<file path="src/rtl/mips_fetch_unit_if.sv">
// Fetch-unit bus: instruction-memory read port, EX redirect/halt
// controls and the decode-side valid/ready instruction stream.
interface mips_fetch_unit_if #(
  parameter int ADDR_W = 10,
  parameter int DEPTH  = 4
);
  localparam int CW = $clog2(DEPTH + 1);

  logic              imem_rd_en;
  logic [ADDR_W-1:0] imem_addr;
  logic [31:0]       imem_rdata;

  logic              redirect_valid;
  logic [ADDR_W-1:0] redirect_pc;
  logic              halt;

  logic              out_valid;
  logic              out_ready;
  logic [31:0]       out_ir;
  logic [ADDR_W-1:0] out_pc;
  logic [ADDR_W-1:0] out_npc;
  logic [CW-1:0]     fifo_count;

  modport master (
    output imem_rd_en,
    output imem_addr,
    input  imem_rdata,
    input  redirect_valid,
    input  redirect_pc,
    input  halt,
    output out_valid,
    input  out_ready,
    output out_ir,
    output out_pc,
    output out_npc,
    output fifo_count
  );

  modport slave (
    input  imem_rd_en,
    input  imem_addr,
    output imem_rdata,
    output redirect_valid,
    output redirect_pc,
    output halt,
    input  out_valid,
    output out_ready,
    input  out_ir,
    input  out_pc,
    input  out_npc,
    input  fifo_count
  );
endinterface

</file>
<file path="src/rtl/mips_fetch_unit.sv">
// MIPS instruction fetch: PC, single outstanding imem read,
// prefetch FIFO of {ir, pc, npc} toward decode, redirect flush.
module mips_fetch_unit #(
  parameter int ADDR_W   = 10,
  parameter int DEPTH    = 4,
  parameter int RESET_PC = 0
) (
  input logic             clk,
  input logic             rst,
  mips_fetch_unit_if.master bus
);
  localparam int PW = (DEPTH > 1) ? $clog2(DEPTH) : 1;
  localparam int CW = $clog2(DEPTH + 1);
  localparam logic [ADDR_W-1:0] PC0  = ADDR_W'(RESET_PC);
  localparam logic [CW:0]       FULL = (CW + 1)'(DEPTH);

  logic [ADDR_W-1:0] r_pc;
  logic              r_fl;
  logic [ADDR_W-1:0] r_fl_pc;

  logic [31:0]       r_ir   [DEPTH];
  logic [ADDR_W-1:0] r_epc  [DEPTH];
  logic [ADDR_W-1:0] r_enpc [DEPTH];
  logic [PW-1:0]     r_rd;
  logic [PW-1:0]     r_wr;
  logic [CW-1:0]     r_cnt;

  logic              w_flush;
  logic              w_issue;
  logic              w_push;
  logic              w_pop;
  logic              w_valid;
  logic [CW:0]       w_occ;

  // the returning read holds a slot; a same-cycle pop is not credited
  assign w_occ   = {1'b0, r_cnt} + {{CW{1'b0}}, r_fl};
  assign w_flush = bus.redirect_valid;
  assign w_valid = (r_cnt != '0);

  assign w_issue = !rst && !bus.halt && !w_flush
                 && (w_occ < FULL);
  assign w_push  = !rst && r_fl && !w_flush;
  assign w_pop   = w_valid && bus.out_ready;

  always_ff @(posedge clk) begin
    if (rst) begin
      r_pc    <= PC0;
      r_fl    <= 1'b0;
      r_fl_pc <= PC0;
    end else begin
      r_fl <= w_issue;
      if (w_issue) r_fl_pc <= r_pc;
      if (w_flush) r_pc <= bus.redirect_pc;
      else if (w_issue) r_pc <= r_pc + ADDR_W'(1);
    end
  end

  always_ff @(posedge clk) begin
    if (rst || w_flush) begin
      r_rd  <= '0;
      r_wr  <= '0;
      r_cnt <= '0;
    end else begin
      if (w_push) r_wr <= r_wr + PW'(1);
      if (w_pop)  r_rd <= r_rd + PW'(1);
      unique case (1'b1)
        w_push && !w_pop: r_cnt <= r_cnt + CW'(1);
        w_pop && !w_push: r_cnt <= r_cnt - CW'(1);
        default: ;
      endcase
    end
  end

  always_ff @(posedge clk) begin
    if (w_push) begin
      r_ir[r_wr]   <= bus.imem_rdata;
      r_epc[r_wr]  <= r_fl_pc;
      r_enpc[r_wr] <= r_fl_pc + ADDR_W'(1);
    end
  end

  always_ff @(posedge clk) begin
    if (!rst && w_push && !w_pop)
      assert (r_cnt != CW'(DEPTH));
  end

  assign bus.imem_rd_en = w_issue;
  assign bus.imem_addr  = r_pc;
  assign bus.out_valid  = w_valid;
  assign bus.out_ir     = w_valid ? r_ir[r_rd]   : '0;
  assign bus.out_pc     = w_valid ? r_epc[r_rd]  : '0;
  assign bus.out_npc    = w_valid ? r_enpc[r_rd] : '0;
  assign bus.fifo_count = r_cnt;
endmodule

</file>
<file path="src/flat_wrapper.sv">
// flat-port wrapper written by rule: the top's interface ports become plain ports
module mips_fetch_unit_flat 
#(
  parameter int ADDR_W   = 10,
  parameter int DEPTH    = 4,
  parameter int RESET_PC = 0
)
  (clk, rst, bus_imem_rd_en, bus_imem_addr, bus_imem_rdata, bus_redirect_valid, bus_redirect_pc, bus_halt, bus_out_valid, bus_out_ready, bus_out_ir, bus_out_pc, bus_out_npc, bus_fifo_count);
  mips_fetch_unit_if #(.ADDR_W(ADDR_W), .DEPTH(DEPTH)) bus_i ();
  input logic clk;
  input logic rst;
  output wire logic [$bits(bus_i.imem_rd_en)-1:0] bus_imem_rd_en;
  output wire logic [$bits(bus_i.imem_addr)-1:0] bus_imem_addr;
  input wire logic [$bits(bus_i.imem_rdata)-1:0] bus_imem_rdata;
  input wire logic [$bits(bus_i.redirect_valid)-1:0] bus_redirect_valid;
  input wire logic [$bits(bus_i.redirect_pc)-1:0] bus_redirect_pc;
  input wire logic [$bits(bus_i.halt)-1:0] bus_halt;
  output wire logic [$bits(bus_i.out_valid)-1:0] bus_out_valid;
  input wire logic [$bits(bus_i.out_ready)-1:0] bus_out_ready;
  output wire logic [$bits(bus_i.out_ir)-1:0] bus_out_ir;
  output wire logic [$bits(bus_i.out_pc)-1:0] bus_out_pc;
  output wire logic [$bits(bus_i.out_npc)-1:0] bus_out_npc;
  output wire logic [$bits(bus_i.fifo_count)-1:0] bus_fifo_count;
  assign bus_imem_rd_en = bus_i.imem_rd_en;
  assign bus_imem_addr = bus_i.imem_addr;
  assign bus_i.imem_rdata = bus_imem_rdata;
  assign bus_i.redirect_valid = bus_redirect_valid;
  assign bus_i.redirect_pc = bus_redirect_pc;
  assign bus_i.halt = bus_halt;
  assign bus_out_valid = bus_i.out_valid;
  assign bus_i.out_ready = bus_out_ready;
  assign bus_out_ir = bus_i.out_ir;
  assign bus_out_pc = bus_i.out_pc;
  assign bus_out_npc = bus_i.out_npc;
  assign bus_fifo_count = bus_i.fifo_count;
  mips_fetch_unit #(.ADDR_W(ADDR_W), .DEPTH(DEPTH), .RESET_PC(RESET_PC)) u_core (.clk(clk), .rst(rst), .bus(bus_i));
endmodule
</file>
<file path="config.mk">
export PLATFORM = sky130hd
export DESIGN_NAME = mips_fetch_unit_flat
export DESIGN_NICKNAME = d
export VERILOG_FILES = /design/src/rtl/mips_fetch_unit_if.sv /design/src/rtl/mips_fetch_unit.sv /design/src/flat_wrapper.sv
export SDC_FILE = /design/constraint.sdc
export NUM_CORES = 1
export LEC_CHECK = 0
export ABC_AREA = 1
export CORE_ASPECT_RATIO = 0.6
export CORE_MARGIN = 4
export CORE_UTILIZATION = 50
export DETAILED_ROUTE_END_ITERATION = 7
export PLACE_DENSITY = 0.76
export SYNTH_ARGS = -nofsm -noshare
export SYNTH_HDL_FRONTEND = slang
export SYNTH_SLANG_ARGS = --single-unit
export TNS_END_PERCENT = 20
</file>
<file path="constraint.sdc">
create_clock -name clk -period 3.7 [get_ports clk]
set_clock_uncertainty 0.05 [all_clocks]
set_input_delay 0.74 -clock clk [delete_from_list [all_inputs] [get_ports clk]]
set_output_delay 0.74 -clock clk [all_outputs]
set_load 0.01 [all_outputs]
</file>
==> impl_metrics.csv, run 1 <==
group,metric,value,unit
place,gp_congestion,0.828,
routing,final_antenna_net_count,0,
power_and_ir_drop,p_leak,4.03,nW
synth,yosysWarnings,0,
worst_setup_path,slowest_stage,"inv_2",
power_and_ir_drop,irDropWorstVdd,0.328,mV
synth,syn_inst,854,
clocking,cts.sinks,238,
timing,hold_ws,0.406,ns
routing,drc,0,
synth,synth-edff-count,208,
clocking,ctsRootBufferMaster,"clkbuf_16",
routing,drtPass1Iterations,5,
routing,num_vias,6511,
synth,synth_area_leaders,"edfxtp_1 65%, nor2_1 9.4%, dfxtp_1 6.2%, o21ai_0 5.3%, a21oi_1 3.8%",
floorplanning,ioPinCount,114,
routing,finalWirelength,21300,µm
routing,drt_iter0_drc,648,
global_routing,grt_use_met3,0.0397,
timing,hold_viol_final,0,
outcome,status,"completed",
timing,fmax,298,MHz
worst_setup_path,cp_max_fo,30,
finish,nets,1020,
worst_setup_path,end_kind,"output port",
global_routing,grt_pass1_vias,6312,
synth,ys_types,27,
worst_setup_path,reg2regPathDepth,11,
floorplanning,dieArea,21700,µm²
worst_setup_path,r2r_end,"u_core.bus.fifo_count[2]$_SDFFE_PP0P_",
global_routing,antenna_found_initial,1,
floorplanning,initial_utilization,0.508,
global_routing,busiest_layer,"met2",
place,place.port_buffers,113,
synth,syn_area,9670,µm²
worst_setup_path,rrSetupSlack,1.64,ns
timing,worst_pin_slew,0.792,ns
timing,rsz0062_at_grt,"no",
floorplanning,fp.dieH,116,µm
worst_setup_path,crit_path_start_kind,"flop",
synth,netlist.area_leader.share,0.646,
global_routing,grt_max_degree,61,
global_routing,grtUsageTotal,0.194,
clocking,htreeDepth,1,
clocking,post-cts-setup-buffers,0,
finish,layout_common_cells,"237 x nor2_1, 208 x edfxtp_1, 113 x clkdlybuf4s50_1",
global_routing,grt_pass1_wl,33700,µm
floorplanning,fp-row-count,39,
hold_path,worstHoldPathCells,2,
floorplanning,die_width,188,µm
worst_setup_path,crit_chain,"inv_1, nand3_1, inv_2, buf_4, a21oi_1, clkdlybuf4s50_1",
synth,syn_avg_cell_area,11.3,µm²
timing,maxSlewViolCount,0,
global_routing,met1_usage,0.293,
clocking,clock_path_buffers,3,
clocking,clkTransAtPathRegs,0.06,ns
clocking,cts_buffers,21,
power_and_ir_drop,total_power,5.29,mW
global_routing,grt_overflow,0,
worst_setup_path,critPathKind,"flop to output port",
synth,synth_nets,909,
synth,ys_async_sr_fraction,0,
job,cap_violations,0,
timing,relSlewSlack,0.471,
global_routing,use_met2,0.300,
timing,fin_crit_sh,0.908,
power_and_ir_drop,power_density,448,nW/µm²
finish,mostFrequentLayoutCell,"nor2_1",
clocking,cts-hold-fix-buffers,0,
routing,wire_per_inst,17.4,µm
clocking,cts_tree,"yes",
clocking,clock_latency,0.49,ns
finish,n_antenna_cell,0,
finish,final_layout_size_suffix_gt1_frac,0.0706,
worst_setup_path,required,2.91,ns
synth,yosysSeqAreaShare,0.708,
timing,fin_crit,3.36,ns
clocking,post_cts_resized,0,
hold_path,hp-class,"flop to flop",
synth,ys_ff_latch,238,
synth,yosys_most_used_dff,"edfxtp_1",
floorplanning,core,19000,µm²
place,dp_hpwl,13200,µm
finish,areaGrowthSynthToFinish,22.2,%
worst_setup_path,arrival,2.57,ns
routing,vias_per_cell,5.32,
synth,yosys.area.top_type,"edfxtp_1",
worst_setup_path,critPathMaxStageDelay,0.53,ns
timing,setup_viol,0,
hold_path,hold_start,"u_core.r_rd[1]$_SDFFE_PP0P_",
worst_setup_path,r2r_start,"u_core.bus.fifo_count[1]$_SDFFE_PP0P_",
==> synthesized netlist by cell type (2+ instances only) <==
master / instances
o21ai_0: 102
nand3_1: 20
nor2_8: 2
a21oi_1: 74
buf_4: 2
dfxtp_1: 30
xor2_1: 5
buf_2: 13
xnor2_1: 2
ha_1: 7
nor2_1: 241
a22oi_1: 2
edfxtp_1: 208
inv_1: 33
buf_6: 3
nor3_1: 2
nand2_1: 50
inv_2: 4
nor2_2: 3
clkbuf_1: 25
o21ai_1: 20
==> cell families after synthesis <==
kind of cell               share of synthesized area
xor gates and xnor gates                     0.00634
adders and majority gates                     0.0111
AOI/OAI and AO/OA                              0.104
buffers and inverters                         0.0362
and+or+nand+nor                                0.134
DFF                                            0.708
==> per-stage QoR <==
stage               cell area [µm²]  utilization  instances  worst slack [ns]  TNS (ns)
floorplan                      9670            -        854            -0.153    -31.86
global placement              11200        0.586       1188             0.664         0
global route                  11800        0.621       1223             0.189         0
finish                        11800        0.621       1223             0.339         0
CTS                           11800        0.621       1223             0.307         0
detailed placement            11200        0.586       1188             0.656         0
==> flip-flops by register name (all words and copies together), names as in the netlist, named ones only <==
register	count
u_core.bus.fifo_count	3
u_core.bus.imem_addr	10
u_core.r_enpc	40
u_core.r_epc	40
u_core.r_fl	1
u_core.r_fl_pc	10
u_core.r_ir	128
u_core.r_rd	2
u_core.r_wr	2
==> critical path, delay by kind of cell, from the launching register on <==
family | cells | cell delay [ns]
flops | 1 | 0.33
buf+inv | 4 | 1.47
simple gates | 1 | 0.17
compound gates | 1 | 0.09
==> power by group <==
group	switching (mW)	total (mW)	internal, mW	leakage (nW)
logic	0.0958	0.185	0.0894	1.59
registers	0.0255	2.96	2.93	2.11
clock network	0.904	2.15	1.25	0.330
total	1.03	5.29	4.27	4.03
==> routing by layer <==
metal / vias up / part of all wire
li1: 3168 / -
met1: 3097 / 0.48
met4: 2 / 0.013
met3: 25 / 0.076
met2: 219 / 0.43
met5: - / 0.00056
==> area by class of cell <==
type                    instances  area [µm²]
clock buffers                  23         533
clock inverters                12         135
fillers                      1455        7210
inverters                      37         139
multi-input cells             535        2500
flip-flops and latches        238        6850
well taps                     246         308
repair buffers                132        1350
==> worst max path at each step <==
| stage | startpoint | end | slack, ns | cells after the start |
|---|---|---|---|---|
| finish | u_core.bus.fifo_count[0]$_SDFFE_PP0P_ | bus_out_ir[0] | 0.34 | 6 |
| detailed placement | bus_redirect_valid | u_core.bus.fifo_count[2]$_SDFFE_PP0P_ | 0.66 | 10 |
| floorplan | rst | u_core.r_enpc[0][0]$_DFFE_PP_ | -0.15 | 4 |
| global placement | bus_redirect_valid | u_core.bus.fifo_count[2]$_SDFFE_PP0P_ | 0.66 | 10 |
| CTS | u_core.bus.fifo_count[0]$_SDFFE_PP0P_ | bus_out_pc[3] | 0.31 | 6 |
| global route | u_core.bus.fifo_count[0]$_SDFFE_PP0P_ | bus_out_pc[6] | 0.19 | 6 |
(Power assumes the default switching activity.)
==> run 2: changes to the inputs <==
- ABC_AREA: 1 -> default
- PLACE_DENSITY: 0.76 -> 0.77
==> run 2 against run 1 <==
Compared with the run above: register-to-register slack worse by 0.80 ns; fmax decreased by 0.59%; synthesized cell count shrank 39%; worst setup slack worse by 0.020 ns; sequential share of layout area rose by 1.8 points; area after synthesis is 3.1% lower; critical path depth fell by 3; cell count down 27%; clock-buffer cell count is 2 higher; non-clock buffer count down 9; global-route usage is 2.1 points lower; combinational power shrank 18%; largest power group unchanged.
==> impl_metrics.csv, run 2 <==
group,metric,value,unit
outcome,status,"completed",
timing,relSlewSlack,0.390,
finish,final_cell_area,11500,µm²
synth,ys_ff_latch,238,
worst_setup_path,slowest_stage,"or3_2",
routing,wire_per_inst,20.0,µm
routing,finalWirelength,17800,µm
place,placed_cell_area,10800,µm²
place,gp_congestion,0.806,
power_and_ir_drop,p_int,4.10,mW
synth,synth_area_leaders,"edfxtp_1 67%, mux4_2 12%, dfxtp_1 6.4%, and2_1 3.5%, nand2_1 1.1%",
synth,syn_avg_cell_area,18.1,µm²
floorplanning,initial_utilization,0.515,
worst_setup_path,rrSetupSlack,0.84,ns
floorplanning,fp.dieH,114,µm
routing,num_vias,4907,
floorplanning,die_width,185,µm
power_and_ir_drop,irDropWorstVdd,0.303,mV
finish,layout_common_cells,"208 x edfxtp_1, 113 x clkdlybuf4s50_1, 53 x and2_1",
clocking,clkTransAtPathRegs,0.06,ns
clocking,cts_buffers,21,
synth,netlist.area_leader.share,0.667,
timing,worst_pin_slew,0.916,ns
timing,maxSlewViolCount,0,
finish,areaGrowthSynthToFinish,22.4,%
floorplanning,dieArea,21100,µm²
synth,synth_most_common_cell,"edfxtp_1",
synth,synth_commonest_cells,"208 x edfxtp_1, 53 x and2_1, 52 x mux4_2, 30 x dfxtp_1, 28 x nand2_1",
worst_setup_path,crit_path_start_kind,"flop",
routing,final_antenna_net_count,0,
timing,hold_viol_final,0,
synth,syn_area,9370,µm²
timing,fin_crit,3.38,ns
worst_setup_path,crit_chain,"or3_2, and2_1, clkdlybuf4s50_1",
hold_path,worstHoldPathCells,2,
timing,setup_tns,0,ns
finish,mostFrequentLayoutCell,"edfxtp_1",
floorplanning,core,18200,µm²
worst_setup_path,cp_max_fo,55,
synth,yosysWarnings,0,
global_routing,grt_pass1_wl,28500,µm
clocking,ctsRootBufferMaster,"clkbuf_16",
finish,top_register,"u_core.r_ir",
place,place.port_buffers,113,
timing,rsz0062_at_grt,"no",
worst_setup_path,critPathMaxStageDelay,0.91,ns
clocking,cts-hold-fix-buffers,0,
global_routing,grtUsageTotal,0.173,
synth,synth_nets,574,
finish,final_layout_size_suffix_gt1_frac,0.160,
finish,largest_register_ffs,128,
hold_path,hp-class,"flop to flop",
global_routing,busiest_layer,"met2",
finish,nets,692,
power_and_ir_drop,p_clk_frac,0.393,
power_and_ir_drop,swShare,0.193,
timing,hold_ws,0.467,ns
synth,yosysSeqAreaShare,0.731,
global_routing,grt_use_met3,0.0443,
clocking,cts_tree,"yes",
global_routing,grt_overflow,0,
global_routing,grt_pass1_vias,5261,
worst_setup_path,arrival,2.59,ns
synth,yosys.area.top_type,"edfxtp_1",
global_routing,grt_max_degree,56,
routing,drtPass1Iterations,5,
global_routing,met1_usage,0.249,
clocking,clock_path_buffers,3,
global_routing,antenna_found_initial,1,
power_and_ir_drop,p_sw,0.984,mW
floorplanning,fp-row-count,38,
power_and_ir_drop,p_comb_frac,0.030,
timing,fin_crit_sh,0.914,
clocking,cts.sinks,238,
job,cap_violations,0,
clocking,post_cts_resized,0,
floorplanning,ioPinCount,114,
clocking,htreeDepth,1,
synth,ys_async_sr_fraction,0,
timing,setup_viol,0,
global_routing,use_met2,0.278,
worst_setup_path,r2r_start,"u_core.bus.fifo_count[2]$_SDFFE_PP0P_",
clocking,post-cts-setup-buffers,0,
power_and_ir_drop,p_leak,3.60,nW
finish,largest_registers,"u_core.r_ir: 128 flops, u_core.r_enpc: 40 flops, u_core.r_epc: 40 flops",
power_and_ir_drop,power_density,444,nW/µm²
synth,ys_types,36,
synth,syn_inst,519,
hold_path,hold_start,"u_core.bus.imem_addr[9]$_SDFFE_PP0P_",
timing,fmax,296,MHz
synth,yosys_most_used_dff,"edfxtp_1",
hold_path,hold_path_end,"u_core.r_fl_pc[9]$_SDFFE_PP0P_",
routing,vias_per_cell,5.51,
worst_setup_path,critPathKind,"flop to output port",
synth,synth-edff-count,208,
finish,n_antenna_cell,0,
worst_setup_path,required,2.91,ns
place,dp_hpwl,10500,µm
power_and_ir_drop,p_seq_frac,0.577,
finish,postLayoutCoreUtil,0.630,
routing,drc,0,
worst_setup_path,end_kind,"output port",
worst_setup_path,r2r_end,"u_core.bus.fifo_count[2]$_SDFFE_PP0P_",
routing,drt_iter0_drc,338,
worst_setup_path,reg2regPathDepth,8,
clocking,clock_latency,0.49,ns
==> run 2: cells by family after synthesis <==
| kind of cell | synth area share |
|---|---|
| adder cells (fa/ha/maj) | 0.0115 |
| AO/OA/AOI/OAI | 0.0234 |
| XOR/XNOR | 0.0131 |
| AND/OR/NAND/NOR | 0.0770 |
| buffers and inverters | 0.0183 |
| multiplexers | 0.126 |
| flip-flops | 0.731 |
==> run 2: cell type report <==
type	count	area, µm²
fill	1311	6740
clock buffer	25	572
clock inverter	11	55.1
multi-input combinational	240	2360
sequential	238	6850
timing repair buffer	123	1280
inverter	13	48.8
tap	240	300
==> run 2: worst max path at each step <==
stage                                          start  cells past startpoint                               endpoint  slack (ns)
6_report       u_core.bus.fifo_count[2]$_SDFFE_PP0P_                      3                         bus_out_ir[20]        0.32
5_1_grt        u_core.bus.fifo_count[2]$_SDFFE_PP0P_                      3                         bus_out_ir[29]        0.18
4_1_cts        u_core.bus.fifo_count[2]$_SDFFE_PP0P_                      3                         bus_out_ir[20]        0.28
3_5_place_dp                                     rst                     10  u_core.bus.fifo_count[2]$_SDFFE_PP0P_        0.58
3_3_place_gp                                     rst                     10  u_core.bus.fifo_count[2]$_SDFFE_PP0P_        0.66
2_1_floorplan                     bus_redirect_valid                      3          u_core.r_enpc[0][0]$_DFFE_PP_        0.80
==> run 2: layer usage <==
| layer | vias to the layer above | wire length, µm |
|---|---|---|
| met4 | 2 | 286 |
| met3 | 32 | 1280 |
| met1 | 2473 | 7860 |
| met2 | 146 | 8380 |
| met5 | - | 13 |
| li1 | 2254 | - |
==> run 2: per-stage QoR <==
stage / setup slack (ns) / cells / power (mW)
floorplan: 0.800 / 519 / 3.04
detailed placement: 0.577 / 854 / 3.15
global placement: 0.662 / 854 / 3.14
global route: 0.184 / 890 / 5.29
finish: 0.319 / 890 / 5.09
CTS: 0.284 / 890 / 5.14
==> run 2: worst max-delay path: cells and delay by family, from the launching register on <==
family                 cells  cell delay, ns
buffers and inverters      1            0.49
DFF                        1            0.36
and+or+nand+nor            2            1.24
==> run 2: power groups by stage <==
stage          registers [mW]  logic (mW)  clock network, mW
2_1_floorplan            2.99      0.0506                  0
3_3_place_gp             2.99       0.146                  0
3_5_place_dp             2.99       0.152                  0
4_1_cts                  2.94       0.153               2.05
5_1_grt                  2.94       0.166               2.18
6_report                 2.94       0.152               2.00
==> run 3: changes to the inputs <==
- SETUP_SLACK_MARGIN: default -> 0.5
- SKIP_CTS_REPAIR_TIMING: default -> 1
==> run 3 against run 2 <==
Compared with the run above: core utilization grew 0.20 points; critical path type unchanged; via count increased by 0.98%; critical endpoint is now bus_out_npc[8]; sequential share of layout area down 0.19 points; largest power group unchanged; combinational power about the same.
==> impl_metrics.csv, run 3 (same netlist as run 2, synthesis figures left out) <==
group,metric,value,unit
finish,top_register,"u_core.r_ir",
floorplanning,fp.dieH,114,µm
finish,fin_cells,891,
routing,vias_per_cell,5.56,
power_and_ir_drop,power_density,443,nW/µm²
timing,fin_crit,3.18,ns
worst_setup_path,crit_path_start_kind,"flop",
floorplanning,initial_utilization,0.515,
floorplanning,die_width,185,µm
global_routing,grt_pass1_vias,5261,
worst_setup_path,critPathTopFamily,"buffers and inverters",
timing,setup_viol,0,
global_routing,grt_overflow,0,
finish,n_antenna_cell,0,
outcome,status,"completed",
worst_setup_path,end_kind,"output port",
timing,relSlewSlack,0.567,
routing,drtPass1Iterations,5,
finish,final_cell_area,11500,µm²
finish,mostFrequentLayoutCell,"edfxtp_1",
place,place.port_buffers,113,
power_and_ir_drop,p_leak,3.61,nW
worst_setup_path,critPathMaxStageDelay,0.57,ns
timing,fin_crit_sh,0.860,
worst_setup_path,crit_chain,"buf_16, mux4_2, and2_1, clkdlybuf4s50_1",
worst_setup_path,required,2.91,ns
clocking,ctsRootBufferMaster,"clkbuf_16",
global_routing,grtUsageTotal,0.173,
finish,largest_registers,"u_core.r_ir: 128 flops, u_core.r_enpc: 40 flops, u_core.r_epc: 40 flops",
clocking,clock_path_buffers,3,
worst_setup_path,slowest_stage,"mux4_2",
routing,wire_per_inst,20.3,µm
finish,final_layout_size_suffix_gt1_frac,0.161,
hold_path,hp-class,"flop to flop",
routing,final_antenna_net_count,0,
routing,drt_iter0_drc,330,
clocking,clkTransAtPathRegs,0.06,ns
timing,worst_slack,0.518,ns
power_and_ir_drop,total_power,5.09,mW
floorplanning,core,18200,µm²
timing,worst_pin_slew,0.649,ns
place,dp_hpwl,10500,µm
routing,num_vias,4955,
timing,fmax,314,MHz
floorplanning,ioPinCount,114,
clocking,cts.sinks,238,
power_and_ir_drop,irDropWorstVdd,0.304,mV
finish,layout_common_cells,"208 x edfxtp_1, 113 x clkdlybuf4s50_1, 53 x and2_1",
job,cap_violations,0,
global_routing,grt_max_degree,56,
clocking,cts_buffers,21,
worst_setup_path,arrival,2.39,ns
finish,areaGrowthSynthToFinish,22.8,%
place,dp_slack,0.577,ns
clocking,clock_latency,0.49,ns
finish,nets,693,
place,gp_congestion,0.806,
floorplanning,dieArea,21100,µm²
timing,hold_viol_final,0,
clocking,cts_tree,"yes",
finish,largest_register_ffs,128,
worst_setup_path,critPathKind,"flop to output port",
worst_setup_path,crit_buf_inv,2,
global_routing,grt_pass1_wl,28500,µm
timing,setup_tns,0,ns
floorplanning,fp-row-count,38,
routing,finalWirelength,18100,µm
clocking,htreeDepth,1,
timing,rsz0062_at_grt,"yes",
place,dpl.cell_count,854,
routing,drc,0,
global_routing,antenna_found_initial,1,
worst_setup_path,cp_max_fo,26,
place,placed_cell_area,10800,µm²
timing,maxSlewViolCount,0,
-- run 3: layer usage --
layer | vias to the layer above | share of wire | GRT usage
li1 | 2255 | - | -
met1 | 2512 | 0.45 | 0.249
met2 | 148 | 0.47 | 0.278
met3 | 38 | 0.062 | 0.0443
met4 | 2 | 0.018 | 0.0274
met5 | - | 0.00072 | 0
-- run 3: final cells by class --
cell class | count | area, µm²
multi-input cells | 240 | 2360
clock buffers | 25 | 572
inverters | 13 | 48.8
fillers | 1308 | 6710
clock inverters | 11 | 55.1
flip-flops and latches | 238 | 6850
well taps | 240 | 300
repair buffers | 124 | 1310
-- run 3: final timing paths --
check | from | endpoint | slack (ns) | depth (start not counted)
setup / recovery | flop | bus_out_npc[8] | 0.52 | 4
hold / removal | u_core.bus.imem_addr[9]$_SDFFE_PP0P_ | u_core.r_fl_pc[9]$_SDFFE_PP0P_ | 0.46 | 2
setup reg to reg | u_core.bus.fifo_count[2]$_SDFFE_PP0P_ | u_core.bus.fifo_count[2]$_SDFFE_PP0P_ | 1.12 | 8
hold reg to reg | u_core.bus.imem_addr[9]$_SDFFE_PP0P_ | u_core.r_fl_pc[9]$_SDFFE_PP0P_ | 0.46 | 2
-- run 3: where the power goes --
part | leakage, nW | switching [mW] | internal (mW)
Combinational | 1.21 | 0.0678 | 0.0846
Clock | 0.317 | 0.901 | 1.10
Sequential | 2.09 | 0.0182 | 2.92
-- run 3: tightest hold or removal path: cells and delay by family, from the launching register on --
kind,cells,cell delay (ns)
flops,1,0.34
simple gates,1,0.07
compound gates,1,0.05
-- run 3: metrics by stage --
| step | util | hold slack (ns) |
|---|---|---|
| after floorplan | - | 0.435 |
| after global placement | 0.595 | 0.444 |
| after detailed placement | 0.595 | 0.457 |
| after CTS | 0.630 | 0.461 |
| after global routing | 0.632 | 0.495 |
| final | 0.632 | 0.460 |
